$ cat src/rtl/multi_cycle_control_unit_pkg.sv
// Shared encodings for the multi-cycle RV32I control unit: sequencer states,
// datapath mux selects, opcode constants and the opcode decode helpers.
package multi_cycle_control_unit_pkg;

  // Sequencer states, 5-bit encoding.
  typedef enum logic [4:0] {
    S_IF      = 5'd0,
    S_ID      = 5'd1,
    S_EX_R    = 5'd2,
    S_EX_I    = 5'd3,
    S_EX_LUI  = 5'd4,
    S_EX_ADDR = 5'd5,
    S_MEM_RD  = 5'd6,
    S_MEM_WR  = 5'd7,
    S_WB_ALU  = 5'd8,
    S_WB_MEM  = 5'd9,
    S_EX_BR   = 5'd10,
    S_EX_JAL  = 5'd11,
    S_EX_JALR = 5'd12,
    S_ECALL   = 5'd13,
    S_HALT    = 5'd14,
    S_ILLEGAL = 5'd15
  } state_t;

  // RV32I major opcodes (IR[6:0]).
  localparam logic [6:0] OP_ARITHMETIC     = 7'b0110011;
  localparam logic [6:0] OP_ARITHMETIC_IMM = 7'b0010011;
  localparam logic [6:0] OP_LOAD           = 7'b0000011;
  localparam logic [6:0] OP_STORE          = 7'b0100011;
  localparam logic [6:0] OP_BRANCH         = 7'b1100011;
  localparam logic [6:0] OP_JAL            = 7'b1101111;
  localparam logic [6:0] OP_JALR           = 7'b1100111;
  localparam logic [6:0] OP_LUI            = 7'b0110111;
  localparam logic [6:0] OP_AUIPC          = 7'b0010111;
  localparam logic [6:0] OP_ECALL          = 7'b1110011;

  // PC source select.
  localparam logic [1:0] PC_SRC_PC4    = 2'd0;
  localparam logic [1:0] PC_SRC_ALUOUT = 2'd1;
  localparam logic [1:0] PC_SRC_ALU    = 2'd2;

  // Register file writeback source.
  localparam logic [1:0] WB_SEL_ALUOUT = 2'd0;
  localparam logic [1:0] WB_SEL_MDR    = 2'd1;
  localparam logic [1:0] WB_SEL_PC4    = 2'd2;

  // ALU A operand.
  localparam logic [1:0] ALU_A_PC   = 2'd0;
  localparam logic [1:0] ALU_A_RS1  = 2'd1;
  localparam logic [1:0] ALU_A_ZERO = 2'd2;

  // ALU B operand.
  localparam logic [1:0] ALU_B_RS2 = 2'd0;
  localparam logic [1:0] ALU_B_IMM = 2'd1;

  // ALU operation class.
  localparam logic [1:0] ALU_OP_ADD    = 2'd0;
  localparam logic [1:0] ALU_OP_FUNCT  = 2'd1;
  localparam logic [1:0] ALU_OP_BRANCH = 2'd2;

  // Immediate format for the immediate generator. Zero means "no immediate"
  // so that the reset / fetch value never aliases a real format.
  localparam logic [2:0] IMM_SEL_NONE = 3'd0;
  localparam logic [2:0] IMM_SEL_I    = 3'd1;
  localparam logic [2:0] IMM_SEL_S    = 3'd2;
  localparam logic [2:0] IMM_SEL_B    = 3'd3;
  localparam logic [2:0] IMM_SEL_U    = 3'd4;
  localparam logic [2:0] IMM_SEL_J    = 3'd5;

  // State that follows S_ID for a given opcode.
  function automatic state_t decode_dispatch(input logic [6:0] op);
    state_t nxt;
    case (op)
      OP_ARITHMETIC:     nxt = S_EX_R;
      OP_ARITHMETIC_IMM: nxt = S_EX_I;
      OP_LOAD,
      OP_STORE:          nxt = S_EX_ADDR;
      OP_BRANCH:         nxt = S_EX_BR;
      OP_JAL:            nxt = S_EX_JAL;
      OP_JALR:           nxt = S_EX_JALR;
      OP_LUI:            nxt = S_EX_LUI;
      OP_AUIPC:          nxt = S_WB_ALU;
      OP_ECALL:          nxt = S_ECALL;
      default:           nxt = S_ILLEGAL;
    endcase
    return nxt;
  endfunction

  // Immediate format implied by the opcode; ECALL shares the I layout.
  function automatic logic [2:0] decode_imm_sel(input logic [6:0] op);
    logic [2:0] sel;
    case (op)
      OP_ARITHMETIC_IMM,
      OP_LOAD,
      OP_JALR,
      OP_ECALL:          sel = IMM_SEL_I;
      OP_STORE:          sel = IMM_SEL_S;
      OP_BRANCH:         sel = IMM_SEL_B;
      OP_LUI,
      OP_AUIPC:          sel = IMM_SEL_U;
      OP_JAL:            sel = IMM_SEL_J;
      default:           sel = IMM_SEL_NONE;
    endcase
    return sel;
  endfunction

endpackage

$ cat src/rtl/multi_cycle_control_unit_micro_sequencer.sv
// State register and next-state logic of the multi-cycle control unit.
//
// state     | meaning
// ----------+---------------------------------------------------------
// S_IF      | fetch; wait for mem_ready, IR/MDR load in the ready cycle
// S_ID      | decode; ALUOut <- PC + imm, dispatch on opcode
// S_EX_R    | register-register ALU op
// S_EX_I    | register-immediate ALU op
// S_EX_LUI  | 0 + imm
// S_EX_ADDR | effective address rs1 + imm for load/store
// S_MEM_RD  | data read; wait for mem_ready
// S_MEM_WR  | data write; wait for mem_ready, PC <- PC+4 in ready cycle
// S_WB_ALU  | write ALUOut to rd, PC <- PC+4
// S_WB_MEM  | write MDR to rd, PC <- PC+4
// S_EX_BR   | compare, PC <- taken ? ALUOut : PC+4
// S_EX_JAL  | rd <- PC+4, PC <- ALUOut
// S_EX_JALR | rd <- PC+4, PC <- rs1 + imm
// S_ECALL   | halt if requested, else PC <- PC+4
// S_HALT    | terminal, halted
// S_ILLEGAL | terminal, unknown opcode
module multi_cycle_control_unit_micro_sequencer
  import multi_cycle_control_unit_pkg::*;
(
  input  logic       clk,
  input  logic       reset,
  input  logic [6:0] opcode,
  input  logic       mem_ready,
  input  logic       halt_req,
  output state_t     state
);

  state_t state_next;

  // State register; reset parks the sequencer in fetch.
  always_ff @(posedge clk or posedge reset) begin
    if (reset) state <= S_IF;
    else       state <= state_next;
  end

  // Next-state selection.
  always_comb begin
    state_next = state;
    case (state)
      S_IF:      if (mem_ready) state_next = S_ID;
      S_ID:      state_next = decode_dispatch(opcode);
      S_EX_R,
      S_EX_I,
      S_EX_LUI:  state_next = S_WB_ALU;
      S_EX_ADDR: state_next = (opcode == OP_STORE) ? S_MEM_WR : S_MEM_RD;
      S_MEM_RD:  if (mem_ready) state_next = S_WB_MEM;
      S_MEM_WR:  if (mem_ready) state_next = S_IF;
      S_WB_ALU,
      S_WB_MEM,
      S_EX_BR,
      S_EX_JAL,
      S_EX_JALR: state_next = S_IF;
      S_ECALL:   state_next = halt_req ? S_HALT : S_IF;
      S_HALT:    state_next = S_HALT;
      S_ILLEGAL: state_next = S_ILLEGAL;
      default:   state_next = S_ILLEGAL;
    endcase
  end

endmodule

$ cat src/rtl/multi_cycle_control_unit.sv
// Multi-cycle RV32I control unit: sequencer plus datapath control decode.
// Outputs are gated by reset so an in-flight memory request drops at once.
module multi_cycle_control_unit
  import multi_cycle_control_unit_pkg::*;
(
  input  logic       clk,
  input  logic       reset,
  input  logic [6:0] opcode,
  input  logic       bcond,
  input  logic       mem_ready,
  input  logic       halt_req,
  output logic       ir_write,
  output logic       pc_write,
  output logic [1:0] pc_src,
  output logic       i_or_d,
  output logic       mem_read,
  output logic       mem_write,
  output logic       reg_write,
  output logic [1:0] wb_sel,
  output logic [1:0] alu_src_a,
  output logic [1:0] alu_src_b,
  output logic [1:0] alu_op,
  output logic [2:0] imm_sel,
  output logic       is_halted,
  output logic       illegal_inst
);

  state_t state;

  multi_cycle_control_unit_micro_sequencer u_seq (
    .clk       (clk),
    .reset     (reset),
    .opcode    (opcode),
    .mem_ready (mem_ready),
    .halt_req  (halt_req),
    .state     (state)
  );

  // Per-state datapath control decode; everything idles at 0.
  always_comb begin
    ir_write     = 1'b0;
    pc_write     = 1'b0;
    pc_src       = PC_SRC_PC4;
    i_or_d       = 1'b0;
    mem_read     = 1'b0;
    mem_write    = 1'b0;
    reg_write    = 1'b0;
    wb_sel       = WB_SEL_ALUOUT;
    alu_src_a    = ALU_A_PC;
    alu_src_b    = ALU_B_RS2;
    alu_op       = ALU_OP_ADD;
    imm_sel      = IMM_SEL_NONE;
    is_halted    = 1'b0;
    illegal_inst = 1'b0;

    if (!reset) begin
      if (state != S_IF) imm_sel = decode_imm_sel(opcode);

      case (state)
        S_IF: begin
          mem_read = 1'b1;
          ir_write = mem_ready;
        end
        S_ID: begin
          alu_src_a = ALU_A_PC;
          alu_src_b = ALU_B_IMM;
          alu_op    = ALU_OP_ADD;
        end
        S_EX_R: begin
          alu_src_a = ALU_A_RS1;
          alu_src_b = ALU_B_RS2;
          alu_op    = ALU_OP_FUNCT;
        end
        S_EX_I: begin
          alu_src_a = ALU_A_RS1;
          alu_src_b = ALU_B_IMM;
          alu_op    = ALU_OP_FUNCT;
        end
        S_EX_LUI: begin
          alu_src_a = ALU_A_ZERO;
          alu_src_b = ALU_B_IMM;
          alu_op    = ALU_OP_ADD;
        end
        S_EX_ADDR: begin
          alu_src_a = ALU_A_RS1;
          alu_src_b = ALU_B_IMM;
          alu_op    = ALU_OP_ADD;
        end
        S_MEM_RD: begin
          mem_read = 1'b1;
          i_or_d   = 1'b1;
        end
        S_MEM_WR: begin
          mem_write = 1'b1;
          i_or_d    = 1'b1;
          pc_write  = mem_ready;
          pc_src    = PC_SRC_PC4;
        end
        S_WB_ALU: begin
          reg_write = 1'b1;
          wb_sel    = WB_SEL_ALUOUT;
          pc_write  = 1'b1;
          pc_src    = PC_SRC_PC4;
        end
        S_WB_MEM: begin
          reg_write = 1'b1;
          wb_sel    = WB_SEL_MDR;
          pc_write  = 1'b1;
          pc_src    = PC_SRC_PC4;
        end
        S_EX_BR: begin
          alu_src_a = ALU_A_RS1;
          alu_src_b = ALU_B_RS2;
          alu_op    = ALU_OP_BRANCH;
          pc_write  = 1'b1;
          pc_src    = bcond ? PC_SRC_ALUOUT : PC_SRC_PC4;
        end
        S_EX_JAL: begin
          reg_write = 1'b1;
          wb_sel    = WB_SEL_PC4;
          pc_write  = 1'b1;
          pc_src    = PC_SRC_ALUOUT;
        end
        S_EX_JALR: begin
          // Target LSB is cleared in the datapath, not here.
          alu_src_a = ALU_A_RS1;
          alu_src_b = ALU_B_IMM;
          alu_op    = ALU_OP_ADD;
          reg_write = 1'b1;
          wb_sel    = WB_SEL_PC4;
          pc_write  = 1'b1;
          pc_src    = PC_SRC_ALU;
        end
        S_ECALL: begin
          pc_write = !halt_req;
          pc_src   = PC_SRC_PC4;
        end
        S_HALT:    is_halted    = 1'b1;
        S_ILLEGAL: illegal_inst = 1'b1;
        default:   illegal_inst = 1'b1;
      endcase
    end
  end

endmodule

$ cat config.mk
export PLATFORM = sky130hd
export DESIGN_NAME = multi_cycle_control_unit
export DESIGN_NICKNAME = d
export VERILOG_FILES = /design/src/rtl/multi_cycle_control_unit_pkg.sv /design/src/rtl/multi_cycle_control_unit_micro_sequencer.sv /design/src/rtl/multi_cycle_control_unit.sv
export SDC_FILE = /design/constraint.sdc
export NUM_CORES = 1
export LEC_CHECK = 0
export ABC_CLOCK_PERIOD_IN_PS = 3300
export CORE_MARGIN = 2
export CORE_UTILIZATION = 45
export CTS_CLUSTER_DIAMETER = 50
export DETAILED_ROUTE_END_ITERATION = 10
export PLACE_DENSITY = 0.8
export SETUP_SLACK_MARGIN = 0.15
export SYNTH_ARGS = -nofsm -noshare
export SYNTH_HDL_FRONTEND = slang
export SYNTH_HIERARCHICAL = 1
export SYNTH_SLANG_ARGS = --single-unit
export TNS_END_PERCENT = 10
$ cat constraint.sdc
create_clock -name clk -period 3.3 [get_ports clk]
set_input_delay 0.825 -clock clk [delete_from_list [all_inputs] [get_ports clk]]
set_output_delay 0.825 -clock clk [all_outputs]
set_load 0.1 [all_outputs]
==> results of run 1 <==
[layout make-up]
cell class / count / area, sq um / area share
well taps: 27 / 33.8 / 0.0216
clock buffers: 3 / 22.5 / 0.0144
inverters: 7 / 26.3 / 0.0168
flip-flops and latches: 4 / 100 / 0.0641
repair buffers: 42 / 593 / 0.380
multi-input cells: 107 / 787 / 0.504
[power groups by stage]
stage | clock network (mW) | logic [mW] | registers [mW]
5_1_grt | 0.0667 | 0.804 | 0.163
3_5_place_dp | 0 | 0.745 | 0.152
3_3_place_gp | 0 | 0.716 | 0.149
6_report | 0.0612 | 0.756 | 0.154
2_1_floorplan | 0 | 0.615 | 0.0996
4_1_cts | 0.0644 | 0.749 | 0.151
[cell usage in the layout, fill, tap and decap left out, drive strengths merged, types with 2 or more instances in the layout]
| master | Yosys | final |
|---|---|---|
| conb | 2 | 2 |
| nor2 | 11 | 11 |
| clkbuf | 0 | 3 |
| dfrtp | 4 | 4 |
| inv | 7 | 7 |
| xor2 | 2 | 2 |
| nor2b | 5 | 5 |
| clkdlybuf4s50 | 0 | 11 |
| nand3 | 5 | 5 |
| buf | 13 | 31 |
| nand2b | 3 | 3 |
| a21oi | 12 | 12 |
| a21o | 3 | 3 |
| nor3 | 6 | 6 |
| mux2i | 2 | 2 |
| a31oi | 3 | 3 |
| and3 | 4 | 4 |
| nor3b | 4 | 4 |
| nor4 | 9 | 9 |
| nand2 | 14 | 14 |
[final timing paths]
path                           startpoint        endpoint  slack, ps
setup / recovery                    reset       pc_src[0]        150
hold / removal             u_seq/state[1]  u_seq/state[3]        910
setup reg to reg           u_seq/state[0]  u_seq/state[0]       1260
hold reg to reg            u_seq/state[1]  u_seq/state[3]        910
max in group asynchronous           reset  u_seq/state[1]       2140
min in group asynchronous           reset  u_seq/state[0]       1000
[layer usage]
layer | track usage | routed length [um] | vias to the layer above | share of wire
met5 | 0 | 0 | - | 0
met4 | 0.124 | 95 | 0 | 0.031
met3 | 0.0583 | 216 | 12 | 0.070
met2 | 0.534 | 1690 | 78 | 0.54
met1 | 0.266 | 1100 | 550 | 0.36
li1 | - | - | 545 | -
[Yosys cell counts, drive strengths merged (2+ instances only)]
cell and n:
a21oi 12, nand2b 3, nor2b 5, mux2i 2, conb 2, buf 13, inv 7, xor2 2
nand3 5, dfrtp 4, nand2 14, a31oi 3, nor3 6, a21o 3, nor2 11, nor3b 4
nor4 9, and3 4
[stage by stage]
| stage | setup slack (ps) | utilization |
|---|---|---|
| global route | 86.0 | 0.805 |
| finish | 148 | 0.805 |
| floorplan | -276 | - |
| detailed placement | 159 | 0.793 |
| CTS | 163 | 0.805 |
| global placement | 215 | 0.793 |
[kinds of logic (layout without fill, tap and decap cells)]
kind of cell | count (synthesis) | after routing | share of synthesized area
buf+inv | 20 | 52 | 0.130
other cells | 2 | 2 | 0.00821
flops | 4 | 4 | 0.109
mux | 2 | 2 | 0.0219
compound gates | 32 | 32 | 0.261
xor+xnor | 3 | 3 | 0.0287
simple gates | 68 | 68 | 0.441
[critical path, delay by kind of cell]
family	cells	cell delay, ps
AND/OR/NAND/NOR	2	730
buffers and inverters	2	760
==> flow_metrics.py, run 1 <==
metrics = {
    "yosys": {
        "ys_ff_latch": 4,
        "ys_seq_area_frac": 0.109,
        "syn_nets": 143,
        "synth_top_area_cell": "dfrtp_1",
        "synth_async_sr_flop_share": 1.00,
        "postSynthCellCount": 131,
        "syn_area_per_cell_sq_um": 6.98,
        "yosysWarnings": 6,
        "synthTopCellsByArea": "dfrtp_1, a21oi_1, nor4_1, nand2_1, buf_4",
        "synth_area_sq_um": 915,
        "yosys_most_used_dff": "dfrtp_1",
        "ys_types": 48,
        "synth_top_area_frac": 0.109,
        "synth_edf_count": 0,
    },
    "clock_tree": {
        "htree_levels": 1,
        "clk_pin_slew_ps": 40,
        "cts_buffer_depth": 2,
        "cts_tree": "done",
        "numCtsBuffers": 3,
        "cts.sinks": 4,
        "clockRootBuffer": "clkbuf_4",
        "cts_resized": 0,
        "cts_setup_buffers": 0,
        "hold_buffers": 0,
        "clk_latency_ps": 240,
    },
    "route": {
        "first_pass_iters": 5,
        "drc": 0,
        "drtIter0Drc": 45,
        "viasPerCell": 6.24,
        "wl_per_cell_um": 16.3,
        "routed_wl_um": 3100,
        "drtAntennaViolNets": 0,
        "vias": 1185,
    },
    "pwr": {
        "total_power_uw": 971,
        "leakage_nw": 0.598,
        "p_seq_frac": 0.159,
        "cellInternalPower_uw": 391,
        "p_per_area_nw_per_um2": 622,
        "switching_share": 0.597,
        "ir_worst_vdd_v": 0.000485,
        "switchingPower_uw": 580,
        "pwr-share-clk": 0.063,
        "power_frac_comb": 0.778,
    },
    "timing": {
        "worst_slew_pin_slew_ps": 513,
        "setup_tns_ps": 0,
        "max_slew_margin": 0.654,
        "rsz0062_at_grt": "yes",
        "skew_ps": 4.10,
        "finalHoldViolCount": 0,
        "fmax_mhz": 317,
        "drv_slew": 0,
        "setup_viol": 0,
        "fin_crit_ps": 3150,
        "min_period_over_period": 0.955,
        "whs_ps": 910,
    },
    "setup_path": {
        "arrival_ps": 2330,
        "start_kind": "primary input",
        "end_kind": "output port",
        "critPathMaxStageDelay_ps": 550,
        "worst-path-max-fanout": 7,
        "critPathSlowestCell": "clkdlybuf4s50_1",
        "rr_worst_depth": 5,
        "worstPathCellList": "clkdlybuf4s50_1, nand2b_1, nor4_4, buf_12",
        "cp.required_ps": 2470,
        "path_class": "in2out",
    },
    "placed_design": {
        "postPlaceCellArea_sq_um": 1540,
        "dp_cells": 187,
        "place_congestion": 0.791,
        "portBuffers": 31,
        "dpl.hpwl_um": 2420,
    },
    "layout": {
        "top_regs": "u_seq/state (4)",
        "stdcell_area_sq_um": 1560,
        "drive_gt1_frac": 0.368,
        "fillers": 122,
        "regMostFlops": "u_seq/state",
        "largest_register_ffs": 4,
        "diodes": 0,
        "instances_no_fill": 190,
        "nets": 177,
        "syn2layout_area_growth_pct": 70.9,
    },
    "global_route": {
        "grt_first_pass_wirelength_um": 5160,
        "antenna_found_initial": 0,
        "grt_pass1_vias": 1165,
        "grt_max_degree": 22,
        "track_usage": 0.273,
        "grt-ovfl-total": 0,
    },
    "floorplan": {
        "rows": 16,
        "die_h_um": 49.1,
        "ios": 33,
        "start_util": 0.471,
        "die_area_sq_um": 2410,
        "die_x_um": 49.1,
        "core_area_sq_um": 1940,
    },
    "run": {
        "cap_violations": 0,
    },
    "min_path": {
        "holdPathStages": 2,
        "hold_class": "reg2reg",
    },
    "status": {
        "status": "completed",
    },
}
(Power assumes the default switching activity.)
==> run 2: changes to the inputs <==
Settings changed: ABC_AREA from default to 1, CTS_CLUSTER_DIAMETER 50 to default, PLACE_DENSITY 0.8 to 0.79.
==> run 2 against run 1 <==
Effect of this change: sequential power hardly changed; global-route usage is 4.5 points lower; fmax is 2.3% higher; core utilization is 2.8 points lower; largest cell class unchanged; largest power group unchanged.
==> flow_metrics.py, run 2 <==
metrics = {
    "status": {
        "status": "completed",
    },
    "placed_design": {
        "portBuffers": 31,
        "place_congestion": 0.888,
        "pre_cts_ws_ps": 150,
        "postPlaceCellArea_sq_um": 1530,
        "dpl.hpwl_um": 2260,
    },
    "clock_tree": {
        "clk_latency_ps": 230,
        "cts_buffer_depth": 2,
        "numCtsBuffers": 3,
        "hold_buffers": 0,
        "cts_tree": "done",
        "htree_levels": 1,
        "clk_pin_slew_ps": 30,
        "clockRootBuffer": "clkbuf_4",
        "cts_setup_buffers": 0,
        "cts.sinks": 4,
    },
    "layout": {
        "fillers": 149,
        "top_regs": "u_seq/state (4)",
        "final_cell_mix": "nand2_1, nor2_1, inv_1, buf_12, nand3_1",
        "regMostFlops": "u_seq/state",
        "stdcell_area_sq_um": 1570,
        "diodes": 0,
        "drive_gt1_frac": 0.286,
        "largest_register_ffs": 4,
        "final_common_cell": "nand2_1",
        "register_area_sq_um": 100,
        "syn2layout_area_growth_pct": 59.2,
        "nets": 238,
        "multi_input_area_sq_um": 768,
    },
    "global_route": {
        "grt_pass1_vias": 1131,
        "grt-ovfl-total": 0,
        "grt_first_pass_wirelength_um": 4710,
        "antenna_found_initial": 0,
        "grt_max_degree": 13,
        "track_usage": 0.228,
    },
    "setup_path": {
        "cp.required_ps": 2470,
        "start_kind": "primary input",
        "arrival_ps": 2260,
        "rr_worst_depth": 8,
        "regToRegSetupSlack_ps": 1770,
        "worst-path-max-fanout": 7,
        "path_class": "in2out",
        "end_kind": "output port",
        "r2r_end": "u_seq/state[0]",
        "rr_startpoint": "u_seq/state[0]",
    },
    "yosys": {
        "syn_nets": 204,
        "yosys_most_used_dff": "dfrtp_1",
        "yosysWarnings": 6,
        "synthTopCellsByArea": "nand2_1, nor2_1, dfrtp_1, nand3_1, inv_1",
        "ys_ff_latch": 4,
        "ys_seq_area_frac": 0.101,
        "ys_types": 30,
        "synth_edf_count": 0,
        "synth_top_area_frac": 0.186,
        "synth_top_area_cell": "nand2_1",
        "synth_area_sq_um": 987,
        "synth_async_sr_flop_share": 1.00,
        "yosysMostFrequentCell": "nand2_1",
        "postSynthCellCount": 192,
        "syn_area_per_cell_sq_um": 5.14,
        "synth_common_cells": "nand2_1, nor2_1, inv_1, nand3_1, inv_2",
    },
    "route": {
        "routed_wl_um": 2750,
        "drtIter0Drc": 47,
        "first_pass_iters": 4,
        "vias": 1280,
        "viasPerCell": 5.10,
        "drtAntennaViolNets": 0,
        "drc": 0,
        "wl_per_cell_um": 11.0,
    },
    "floorplan": {
        "start_util": 0.488,
        "die_h_um": 50.8,
        "ios": 33,
        "die_x_um": 50.8,
        "die_area_sq_um": 2580,
        "rows": 16,
        "core_area_sq_um": 2020,
    },
    "timing": {
        "fin_crit_ps": 3080,
        "min_period_over_period": 0.934,
        "rsz0062_at_grt": "no",
        "drv_slew": 0,
        "setup_viol": 0,
        "skew_ps": 1.44,
        "finalHoldViolCount": 0,
        "setup_tns_ps": 0,
        "fmax_mhz": 324,
        "setup_slack_ps": 218,
    },
    "min_path": {
        "hold_class": "reg2reg",
        "min_from": "u_seq/state[0]",
        "min_to": "u_seq/state[0]",
        "holdPathStages": 2,
    },
    "pwr": {
        "p_per_area_nw_per_um2": 532,
        "leakage_nw": 0.761,
        "ir_worst_vdd_v": 0.000558,
    },
    "run": {
        "cap_violations": 0,
    },
}
run 2: cell count changes in the layout (fill, tap and decap cells not counted), moves of 4 or more:
cell	change
a21oi_1	-5
buf_4	-9
inv_1	+15
inv_2	+8
nand2_1	+35
nand2_2	+7
nand3_1	+12
nor2_1	+26
nor2_2	+8
nor3b_1	-4
run 2: power by group:
group / internal (mW) / switching (mW) / total, mW
logic: 0.209 / 0.419 / 0.628
registers: 0.0728 / 0.0780 / 0.151
clock network: 0.0405 / 0.0173 / 0.0578
total: 0.322 / 0.515 / 0.837
run 2: worst max-delay path, stage by stage:
cell	delay (ps)
clkdlybuf4s50_1	620
nor3b_2	260
nand2_1	70
nand2_1	60
nor2_1	70
nor2_2	150
buf_12	200
run 2: per-stage QoR:
stage          hold WS [ps]  total power, mW  utilization  instances
5_1_grt                 838            0.896        0.777        251
3_3_place_gp            750            0.752        0.758        248
4_1_cts                 786            0.835        0.769        251
3_5_place_dp            780            0.774        0.758        248
2_1_floorplan           548            0.583            -        192
6_report                793            0.837        0.777        251
run 2: repair_timing:
| action | CTS | global route |
|---|---|---|
| setup endpoints to repair | 1 | 2 |
| resized for setup | 1 | 5 |
| pin swaps | 0 | 0 |
| gates cloned | 0 | 0 |
run 2: cells by family after synthesis:
group / after synthesis / share of synthesized area
AO/OA/AOI/OAI: 16 / 0.104
AND/OR/NAND/NOR: 134 / 0.641
buffers and inverters: 36 / 0.146
other: 2 / 0.00761
flip-flops: 4 / 0.101
run 2: layout make-up:
class,instances,share of cell area
Clock buffer,3,0.0143
Inverter,32,0.0764
Multi-Input combinational cell,152,0.489
Sequential cell,4,0.0637
Tap cell,27,0.0215
Timing Repair Buffer,33,0.335
run 2: metal layers:
metal	GRT usage	wire length, um	share of wire
met4	0.0270	21	0.0076
met3	0.0263	128	0.046
met1	0.280	1190	0.43
met2	0.434	1410	0.51
met5	0	0	0
run 2: worst max path at each step:
stage	start	end	slack [ps]	cells past startpoint
5_1_grt	opcode[2]	imm_sel[0]	150	7
2_1_floorplan	reset	i_or_d	-620	1
4_1_cts	opcode[6]	imm_sel[0]	160	8
3_5_place_dp	opcode[4]	imm_sel[0]	150	9
6_report	opcode[2]	imm_sel[0]	220	7
3_3_place_gp	opcode[4]	imm_sel[0]	220	9
==> run 3: changes to the inputs <==
Settings changed: CTS_CLUSTER_SIZE from default to 20, PLACE_DENSITY 0.79 to 0.85, SYNTH_HIERARCHICAL 1 to default.
==> run 3 against run 2 <==
Effect of this change: combinational power is 33% higher; sequential power is 25% lower; setup slack worse by 52 ps; critical endpoint unchanged; largest cell class unchanged.
==> flow_metrics.py, run 3 <==
metrics = {
    "pwr": {
        "leakage_nw": 0.632,
        "switchingPower_uw": 632,
        "ir_worst_vdd_v": 0.000447,
        "p_per_area_nw_per_um2": 766,
        "p_seq_frac": 0.112,
        "switching_share": 0.626,
        "cellInternalPower_uw": 377,
        "pwr-share-clk": 0.062,
        "total_power_mw": 1.01,
        "power_frac_comb": 0.826,
    },
    "clock_tree": {
        "cts_tree": "done",
        "clk_pin_slew_ps": 40,
        "clk_latency_ps": 240,
        "clockRootBuffer": "clkbuf_4",
        "cts_buffer_depth": 2,
        "cts_setup_buffers": 0,
        "numCtsBuffers": 3,
        "cts.sinks": 4,
        "htree_levels": 1,
    },
    "global_route": {
        "grt_pass1_vias": 1045,
        "antenna_found_initial": 0,
        "grt-ovfl-total": 0,
        "track_usage": 0.286,
        "grt_first_pass_wirelength_um": 4320,
        "grt_max_degree": 15,
    },
    "setup_path": {
        "arrival_ps": 2310,
        "start_kind": "primary input",
        "r2r_end": "u_seq.state[3]",
        "worst-path-max-fanout": 4,
        "cp.buffers_inverters": 2,
        "cp-startpoint": "opcode[1]",
        "critPathSlowestCell": "clkdlybuf4s50_1",
        "worstPathCellList": "clkdlybuf4s50_1, nand2_2, nor2_4, nand2_1, o211ai_1, nor2_1, nor2_2, buf_12",
        "path_delay_family": "buffers and inverters",
        "cp-endpoint": "imm_sel[0]",
        "end_kind": "output port",
        "critPathMaxStageDelay_ps": 500,
        "rr_startpoint": "u_seq.state[0]",
        "cp_num_cells": 8,
        "rr_worst_depth": 7,
        "regToRegSetupSlack_ps": 1820,
        "path_class": "in2out",
        "cp.required_ps": 2470,
    },
    "yosys": {
        "synth_async_sr_flop_share": 1.00,
        "yosysMostFrequentCell": "nor2_1",
        "synth_area_sq_um": 758,
        "yosysWarnings": 0,
        "ys_types": 27,
        "synth_top_area_cell": "nor2_1",
        "synth_common_cells": "nor2_1, nand2_1, inv_1, a21oi_1",
        "synth_top_area_frac": 0.153,
        "yosys_most_used_dff": "dfrtp_1",
        "ys_seq_area_frac": 0.132,
        "syn_area_per_cell_sq_um": 5.53,
        "synthTopCellsByArea": "nor2_1, nand2_1, dfrtp_1, a21oi_1, inv_1",
        "synth_edf_count": 0,
        "syn_nets": 149,
        "postSynthCellCount": 137,
        "ys_ff_latch": 4,
    },
    "route": {
        "viasPerCell": 5.65,
        "wl_per_cell_um": 13.7,
        "first_pass_iters": 4,
        "drtAntennaViolNets": 0,
        "vias": 1045,
        "drc": 0,
        "drtIter0Drc": 33,
        "routed_wl_um": 2540,
    },
    "floorplan": {
        "rows": 14,
        "die_x_um": 45.1,
        "die_area_sq_um": 2030,
        "die_h_um": 45.1,
        "core_area_sq_um": 1540,
        "start_util": 0.492,
        "ios": 33,
    },
    "layout": {
        "syn2layout_area_growth_pct": 73.6,
        "nets": 183,
        "drive_gt1_frac": 0.320,
        "regMostFlops": "u_seq.state",
        "top_regs": "u_seq.state (4)",
        "final_common_cell": "nor2_1",
        "largest_register_ffs": 4,
        "diodes": 0,
        "final_cell_mix": "nor2_1, nand2_1, buf_12, inv_1, a21oi_1",
    },
    "timing": {
        "rsz0062_at_grt": "no",
        "fmax_mhz": 319,
        "drv_slew": 0,
        "setup_viol": 0,
        "min_period_over_period": 0.950,
        "fin_crit_ps": 3130,
        "setup_slack_ps": 167,
        "finalHoldViolCount": 0,
        "skew_ps": 4.44,
    },
    "placed_design": {
        "place_congestion": 0.907,
        "pre_cts_ws_ps": 147,
        "portBuffers": 31,
        "dpl.hpwl_um": 2120,
    },
    "min_path": {
        "hold_class": "reg2reg",
        "holdPathStages": 5,
    },
    "status": {
        "status": "completed",
    },
    "run": {
        "cap_violations": 0,
    },
}
==> run 3: cell count changes after synthesis, moves of 3 or more <==
cell / before / now
nor2_1: 39 / 31
a21oi_1: 7 / 10
nand3_1: 16 / 6
nand3_2: 3 / 0
nand2_1: 49 / 29
inv_2: 9 / 6
inv_1: 21 / 12
==> run 3: metrics by stage <==
stage | hold WS (ps) | area (sq um) | setup TNS (ps) | util | cells
finish | 779 | 1320 | 0 | 0.854 | 185
global route | 814 | 1320 | 0 | 0.854 | 185
CTS | 772 | 1310 | 0 | 0.847 | 185
detailed placement | 765 | 1280 | 0 | 0.834 | 182
global placement | 716 | 1280 | 0 | 0.834 | 182
floorplan | 608 | 769 | -1550 | - | 137
==> run 3: worst min-delay path by stage <==
| stage | from | slack (ps) | to |
|---|---|---|---|
| after floorplan | u_seq.state[0] | 610 | u_seq.state[0] |
| after global placement | u_seq.state[0] | 720 | u_seq.state[0] |
| after detailed placement | u_seq.state[0] | 770 | u_seq.state[0] |
| after CTS | u_seq.state[3] | 770 | u_seq.state[2] |
| after global routing | u_seq.state[0] | 810 | u_seq.state[0] |
| final | u_seq.state[3] | 780 | u_seq.state[2] |
==> run 3: power groups by stage <==
| stage | registers, mW | clock network, mW | logic [mW] |
|---|---|---|---|
| finish | 0.113 | 0.0630 | 0.833 |
| global route | 0.113 | 0.0657 | 0.878 |
| CTS | 0.110 | 0.0637 | 0.828 |
| detailed placement | 0.111 | 0 | 0.821 |
| global placement | 0.107 | 0 | 0.803 |
| floorplan | 0.0918 | 0 | 0.586 |
==> run 3: worst register-to-register path, delay by kind of cell (launching register included) <==
family	cells	cell delay, ps
AO/OA/AOI/OAI	2	280
flip-flops	1	520
AND/OR/NAND/NOR	4	460
buffers and inverters	1	100
==> run 3: repair_timing <==
item,in CTS,in global routing
gates resized for setup,1,3
hold buffers,0,0
setup endpoints to repair,1,2
pin swaps,0,0
==> run 3: layer usage <==
metal,vias up,GRT usage,wire length [um]
met2,71,0.557,1390
li1,498,-,-
met1,462,0.275,851
met4,0,0.147,112
met3,14,0.0600,184
met5,-,0,0
==> run 3: cell type report <==
type,count,area (sq um)
multi-input combinational,112,587
timing repair buffer,32,519
fill,98,225
sequential,4,100
inverter,18,67.6
clock buffer,3,22.5
tap,16,20.0
==> run 3: kinds of logic after synthesis <==
logic type             share of synthesized area
and+or+nand+nor                            0.581
other                                    0.00495
AOI/OAI and AO/OA                          0.163
buffers and inverters                      0.119
DFF                                        0.132
